File: src/rtl/spart_pkg.sv
// Shared SPART definitions: MMIO window, default bus widths and the queued write record.
package spart_pkg;

    localparam logic [31:0] SPART_MMIO_BASE = 32'hC000_0000;
    localparam logic [31:0] SPART_MMIO_MASK = 32'hFFFF_FF00;
    localparam int          SPART_DATA_W    = 32;
    localparam int          SPART_ADDR_W    = 32;

    typedef struct packed {
        logic [SPART_ADDR_W-1:0] addr;
        logic [SPART_DATA_W-1:0] data;
    } spart_wr_t;

endpackage

File: src/rtl/spart_wr_queue_mem.sv
// Write-queue storage: one synchronous write port, one asynchronous read port, no reset.
module spart_wr_queue_mem
    import spart_pkg::*;
#(
    parameter int  DEPTH   = 8,
    parameter type entry_t = spart_wr_t,
    localparam int IDX_W   = $clog2(DEPTH)
) (
    input  logic             clk,
    input  logic             we_i,
    input  logic [IDX_W-1:0] waddr_i,
    input  entry_t           wdata_i,
    input  logic [IDX_W-1:0] raddr_i,
    output entry_t           rdata_o
);

    entry_t mem_q [DEPTH];

    always_ff @(posedge clk) begin
        if (we_i) begin
            mem_q[waddr_i] <= wdata_i;
        end
    end

    // Read is combinational so the head entry falls through to the consumer.
    assign rdata_o = mem_q[raddr_i];

endmodule

File: src/rtl/spart_wr_queue.sv
// FWFT write queue from the CPU SPART write port to the transmitter, with
// almost-full stall hint, saturating overflow counter and flush on switch_program.
module spart_wr_queue
    import spart_pkg::*;
#(
    parameter int                DATA_W    = SPART_DATA_W,
    parameter int                ADDR_W    = SPART_ADDR_W,
    parameter int                DEPTH     = 8,
    parameter int                AF_MARGIN = 2,
    parameter logic [ADDR_W-1:0] MMIO_BASE = ADDR_W'(SPART_MMIO_BASE),
    parameter logic [ADDR_W-1:0] MMIO_MASK = ADDR_W'(SPART_MMIO_MASK),
    parameter int                OVF_W     = 8,
    localparam int               PTR_W     = $clog2(DEPTH) + 1
) (
    input  logic              clk,
    input  logic              rst,
    input  logic              switch_program,
    input  logic              spart_wrt_en,
    input  logic [ADDR_W-1:0] spart_wrt_add,
    input  logic [DATA_W-1:0] spart_wrt_data,
    output logic              cpu_stall,
    output logic              tx_valid,
    input  logic              tx_ready,
    output logic [ADDR_W-1:0] tx_addr,
    output logic [DATA_W-1:0] tx_data,
    output logic [PTR_W-1:0]  count,
    output logic [OVF_W-1:0]  ovf_cnt
);

    localparam int IDX_W = PTR_W - 1;
    localparam logic [PTR_W-1:0] DEPTH_C = PTR_W'(DEPTH);
    localparam logic [PTR_W-1:0] STALL_C = PTR_W'(DEPTH - AF_MARGIN);
    localparam logic [PTR_W-1:0] ONE_C   = PTR_W'(1);

    typedef struct packed {
        logic [ADDR_W-1:0] addr;
        logic [DATA_W-1:0] data;
    } entry_t;

    logic [PTR_W-1:0] wr_ptr_q, wr_ptr_d;
    logic [PTR_W-1:0] rd_ptr_q, rd_ptr_d;
    logic [PTR_W-1:0] count_q, count_d;
    logic [OVF_W-1:0] ovf_q, ovf_d;
    logic             stall_q, stall_d;

    logic   hit, full, empty, push, pop, drop;
    entry_t wr_entry, head;

    assign hit   = spart_wrt_en && ((spart_wrt_add & MMIO_MASK) == MMIO_BASE);
    assign full  = (count_q == DEPTH_C);
    assign empty = (count_q == '0);

    // Flush wins over everything; a dropped write is only counted outside a flush.
    assign push = hit && !full && !switch_program;
    assign drop = hit &&  full && !switch_program;
    assign pop  = !empty && tx_ready && !switch_program;

    always_comb begin
        wr_ptr_d = wr_ptr_q;
        rd_ptr_d = rd_ptr_q;
        count_d  = count_q;
        ovf_d    = ovf_q;
        stall_d  = 1'b0;
        if (switch_program) begin
            wr_ptr_d = '0;
            rd_ptr_d = '0;
            count_d  = '0;
        end else begin
            if (push) wr_ptr_d = wr_ptr_q + ONE_C;
            if (pop)  rd_ptr_d = rd_ptr_q + ONE_C;
            if (push && !pop) count_d = count_q + ONE_C;
            else if (pop && !push) count_d = count_q - ONE_C;
            if (drop && (ovf_q != '1)) ovf_d = ovf_q + OVF_W'(1);
            stall_d = (count_d >= STALL_C);
        end
    end

    always_ff @(posedge clk) begin
        if (rst) begin
            wr_ptr_q <= '0;
            rd_ptr_q <= '0;
            count_q  <= '0;
            ovf_q    <= '0;
            stall_q  <= 1'b0;
        end else begin
            wr_ptr_q <= wr_ptr_d;
            rd_ptr_q <= rd_ptr_d;
            count_q  <= count_d;
            ovf_q    <= ovf_d;
            stall_q  <= stall_d;
        end
    end

    assign wr_entry = '{addr: spart_wrt_add, data: spart_wrt_data};

    spart_wr_queue_mem #(
        .DEPTH   (DEPTH),
        .entry_t (entry_t)
    ) u_mem (
        .clk     (clk),
        .we_i    (push),
        .waddr_i (wr_ptr_q[IDX_W-1:0]),
        .wdata_i (wr_entry),
        .raddr_i (rd_ptr_q[IDX_W-1:0]),
        .rdata_o (head)
    );

    assign tx_valid  = !empty;
    assign tx_addr   = head.addr;
    assign tx_data   = head.data;
    assign count     = count_q;
    assign ovf_cnt   = ovf_q;
    assign cpu_stall = stall_q;

endmodule

File: config.mk
export PLATFORM = sky130hd
export DESIGN_NAME = spart_wr_queue
export DESIGN_NICKNAME = d
export VERILOG_FILES = /design/src/rtl/spart_pkg.sv /design/src/rtl/spart_wr_queue_mem.sv /design/src/rtl/spart_wr_queue.sv
export SDC_FILE = /design/constraint.sdc
export NUM_CORES = 1
export LEC_CHECK = 0
export ABC_AREA = 1
export BUFFER_PORTS_ARGS = -buffer_cell sky130_fd_sc_hd__buf_2
export CAP_MARGIN = 20
export CORE_MARGIN = 1
export CORE_UTILIZATION = 61
export DETAILED_ROUTE_END_ITERATION = 12
export GPL_TIMING_DRIVEN = 0
export PLACE_DENSITY = 0.8
export SLEW_MARGIN = 20
export SYNTH_ARGS = -nofsm -noshare
export SYNTH_HDL_FRONTEND = slang
export SYNTH_HIERARCHICAL = 1
export SYNTH_SLANG_ARGS = --single-unit
File: constraint.sdc
create_clock -name clk -period 5.55 [get_ports clk]
set_clock_uncertainty 0.15 [all_clocks]
set_input_delay 1.11 -clock clk [delete_from_list [all_inputs] [get_ports clk]]
set_output_delay 1.11 -clock clk [all_outputs]
set_load 0.05 [all_outputs]
After elaboration in Yosys (flattened, before gate mapping)
Memories as Yosys holds them, arrays and structs flattened. A register that Yosys moved wholly into a read port is not among the register bits.
Index checks and enable logic that the tools add are counted.
Operators by class
  $add $sub $neg: 5
  magnitude comparators: 1
  eq/ne operators: 3
  muxes and demuxes: 7
  bitwise gates (word level): 1
  reductions and logical operators: 18
Operators with widths (count)
  equality test 24 bit (second input constant): 1
  adder 4 x 1 -> 4 bit (second input constant): 3
  2-to-1 mux 4 bit: 3
  logical AND 1 bit: 10
  adder 8 x 1 -> 8 bit (second input constant): 1
  inequality test 8 bit (second input constant): 1
  2-to-1 mux 3 bit: 2
  zero test 1 bit: 5
  equality test 4 bit (second input constant): 1
  >= comparator 4 x 3 -> 1 bit (second input constant): 1
  zero test 4 bit: 1
  subtractor 4 x 1 -> 4 bit (second input constant): 1
  2-to-1 mux 1 bit: 2
  AND reduction 2 bit: 1
  OR reduction 2 bit: 1
  inverter 1 bit: 1
Storage, ports and cells
  flip-flop bits (word level): 21
  memory bits (writable): 512
  bits of input ports: 69
  output and inout port bits: 78
  logic and storage cells: 41
  memories kept: 1
Memories
  u_mem.mem_q: depth 8, bits a word 64, rd ports 1, clocked after memory_dff 1, wr ports 1, line spart_wr_queue_mem.sv:17  | entry_t mem_q [DEPTH];

Logic depth before layout (Yosys ltp)
  word-level depth: 10
  gate-level depth with buffers: 13
  depth with buffers taken out: 13

Hierarchy
The synthesis kept the hierarchy.
By module, submodules not included
  spart_wr_queue_mem: instances 1, cells each 2230, area an instance 22376.5 sq um, seq. area each 15374.7 sq um
  spart_wr_queue: instances 1, cells each 211, area an instance 1412.6 sq um, seq. area each 380.4 sq um

Worst setup path before layout
OpenSTA, ideal clock, no wires.
  path kind: input port to flip-flop
  start: in spart_wrt_add[23]
  end: mem u_mem/mem_q[1][0] (netlist bit), enable pin
  library setup time: 0.487 ns
  arrival time: 4.602 ns
  data required time: 4.913 ns
  slack: 0.311 ns
  cell stages on the path: 7
  path buffers: 0
  path through: nor2_1 nand3_1 nor2_2 nand2_2 nor4_2 nand2_1 nor2_1
Between the ends
  cells in the longest elaborated chain, start to end: 6
Ends and longest elaborated chain
  from (decl): line spart_wr_queue.sv:19  | input logic [ADDR_W-1:0] spart_wrt_add,
  equality test 24 bit: line spart_wr_queue.sv:49  | assign hit = spart_wrt_en && ((spart_wrt_add & MMIO_MASK) == MMIO_BASE);
  logical AND 1 bit: line spart_wr_queue.sv:49
  logical AND 1 bit (2 in series): line spart_wr_queue.sv:54  | assign push = hit && !full && !switch_program;
  via push: line spart_wr_queue.sv:46  | logic hit, full, empty, push, pop, drop;
  2-to-1 mux 1 bit: line spart_wr_queue_mem.sv:20  | if (we_i) begin
  2-to-1 mux 1 bit (not written as such): line spart_wr_queue_mem.sv:21  | mem_q[waddr_i] <= wdata_i;
  to (decl): line spart_wr_queue_mem.sv:17
The timed path passes the listed nets, and every way through them passes these cells.

==> results.py <==
metrics = {
    "clocking": {
        "cts_tree": "built",
        "post-cts-setup-buffer-count": 0,
        "clkSlewWorstSetupHoldPaths_ns": 0.06,
        "h-tree-depth": 2,
        "cts_resized": 0,
        "cts_hold_buf": 0,
        "cts.sinks": 531,
        "root_buffer": "clkbuf_16",
        "clk_path_buf_depth": 3,
        "clock_latency_ns": 0.60,
        "numCtsBuffers": 54,
    },
    "floorplanning": {
        "start_util": 0.626,
        "die_y_um": 199,
        "ioPinCount": 147,
        "die_x_um": 199,
        "fp-row-count": 71,
        "core_um2": 38000,
        "dieArea_um2": 39800,
    },
    "layout": {
        "final_nets": 2742,
        "mostFrequentLayoutCell": "nand2_1",
        "finish.utilization": 0.727,
        "drive_gt1_frac": 0.137,
        "final_cell_mix": "872 x nand2_1, 551 x inv_1, 512 x edfxtp_1",
        "fin_area_um2": 27700,
        "syn2layout_area_growth_pct": 16.3,
    },
    "yosys": {
        "syn-cell-area_um2": 23800,
        "synth_warnings": 6,
        "ys_seq_elements": 531,
        "synth_fp_nets": 2515,
        "avgSynthCellArea_um2": 9.75,
        "synth.yosys.seq_area_share": 0.662,
        "synth.distinct_cells": 33,
        "syn-instance-count": 2441,
    },
    "run_status": {
        "status": "finished, final reports clean",
    },
    "placement": {
        "hpwl_mm": 38.2,
        "place_area_um2": 25900,
        "globalplace.congestion": 0.878,
        "port_buffers": 146,
        "pre_cts_slack_ns": 1.40,
    },
    "setup_path": {
        "r2r_start": "count[1]",
        "r2r_cells": 11,
        "critPathArrivalTime_ns": 2.85,
        "critPathLaunch": "rd_ptr_q[2]",
        "critPathRequiredTime_ns": 4.29,
        "worstPathMaxFanout": 10,
        "end_kind": "output port",
        "critical_path_class": "register to output port",
        "startpoint_type": "register",
    },
    "timing": {
        "drv_slew": 0,
        "relSlewSlack": 0.421,
        "setup_slack_ns": 1.44,
        "finalSetupViolCount": 0,
        "min_period_over_period": 0.740,
        "hold_viol": 0,
        "worst_pin_slew_ns": 0.868,
        "rsz0062_at_grt": "false",
        "clock.fmax_mhz": 243,
        "post-route-min-period_ns": 4.11,
    },
    "pwr": {
        "worst_ir_drop_vdd_mv": 0.260,
        "p_per_area_nw_per_um2": 296,
        "power_leakage_nw": 12.8,
    },
    "run": {
        "max-cap-violations": 0,
    },
    "global_routing": {
        "grt_pass1_vias": 16900,
        "antenna_found_initial": 5,
        "grt_pass1_wl_mm": 89.1,
        "grt_max_degree": 23,
        "grt-ovfl-total": 0,
        "gr-usage-all-layers": 0.301,
    },
    "hold_path": {
        "hp-class": "register to register",
        "hold_depth": 2,
        "hp-start": "ovf_cnt[5]",
    },
    "routing": {
        "drc": 0,
        "routedWlPerCell_um": 18.4,
        "vias": 17400,
        "drtPass1Iterations": 5,
        "drt_wl_total_mm": 59.2,
        "antenna_left": 0,
        "routed_via_density": 5.40,
        "drtIter0Drc": 1670,
    },
}
[where the power goes]
part	internal [mW]	switching [mW]	total (mW)	leakage (nW)
Clock	2.23	1.47	3.70	0.878
Sequential	4.39	0.00000000328	4.39	4.75
Combinational	0.0225	0.0723	0.0948	7.13
Total	6.64	1.54	8.19	12.8
[area by class of cell]
cell class | count | area [um2]
timing repair buffer | 171 | 1370
sequential | 531 | 15800
antenna | 4 | 10.0
inverter | 560 | 2100
fill | 2563 | 10400
buffer | 98 | 601
clock inverter | 29 | 364
tap | 511 | 639
clock buffer | 67 | 1430
multi-input combinational | 1252 | 5390
[path summary, 6_finish.rpt]
check | endpoint | slack [ns]
worst max-delay path | tx_data[25] | 1.44
worst min-delay path | ovf_cnt[5] | 0.35
worst max register to register | u_mem/mem_q[3][35] | 2.25
worst min register to register | ovf_cnt[5] | 0.35
[routing by layer]
| metal | track usage | wire length, um | up-vias |
|---|---|---|---|
| li1 | - | - | 8077 |
| met1 | 0.374 | 22200 | 8187 |
| met2 | 0.515 | 29400 | 957 |
| met3 | 0.0565 | 5410 | 180 |
| met4 | 0.126 | 2240 | 2 |
| met5 | 0 | 14 | - |
[kinds of logic after synthesis]
group,synth area share
AO/OA/AOI/OAI,0.00505
XOR/XNOR,0.000736
adder cells (fa/ha/maj),0.00263
buffers and inverters,0.114
flip-flops,0.662
AND/OR/NAND/NOR,0.216
[critical path, cell delays in order (launching register included)]
cell and delay [ns]:
dfxtp_1 0.42, clkbuf_1 0.68, clkbuf_1 0.56, nand2_1 0.17, nand2_1 0.14, buf_2 0.27
[cells in the mapped netlist, drive strengths merged]
library cell	count	share of area
a21oi	12	0.0027
nor2	47	0.011
edfxtp	512	0.65
and3	2	0.00053
xor2	1	0.00037
dfxtp	19	0.016
nor4	1	0.00053
clkbuf	9	0.0014
inv	560	0.088
ha	5	0.0026
a31o	1	0.00037
o21ai	8	0.0017
nor3	4	0.00084
nand3	282	0.060
nand4	11	0.0042
xnor2	1	0.00037
nand2	876	0.14
a211oi	1	0.00032
buf	89	0.024
[metrics by stage]
stage / std cells / hold slack (ns) / setup TNS, ns / power (mW)
final: 3223 / 0.354 / 0 / 8.19
after global routing: 3221 / 0.404 / 0 / 8.37
after CTS: 3219 / 0.359 / 0 / 8.21
after detailed placement: 3123 / 0.347 / 0 / 4.57
after global placement: 3098 / 0.322 / -1185.10 / 4.56
after floorplan: 2441 / 0.303 / 0 / 4.49
[flip-flops by register name, indices dropped and copies added, names as in the netlist]
register and flops:
cpu_stall 1, u_mem/mem_q 512, wr_ptr_q 3, ovf_cnt 8, rd_ptr_q 3, count 4
No activity file was read; power rests on OpenSTA's default activity.
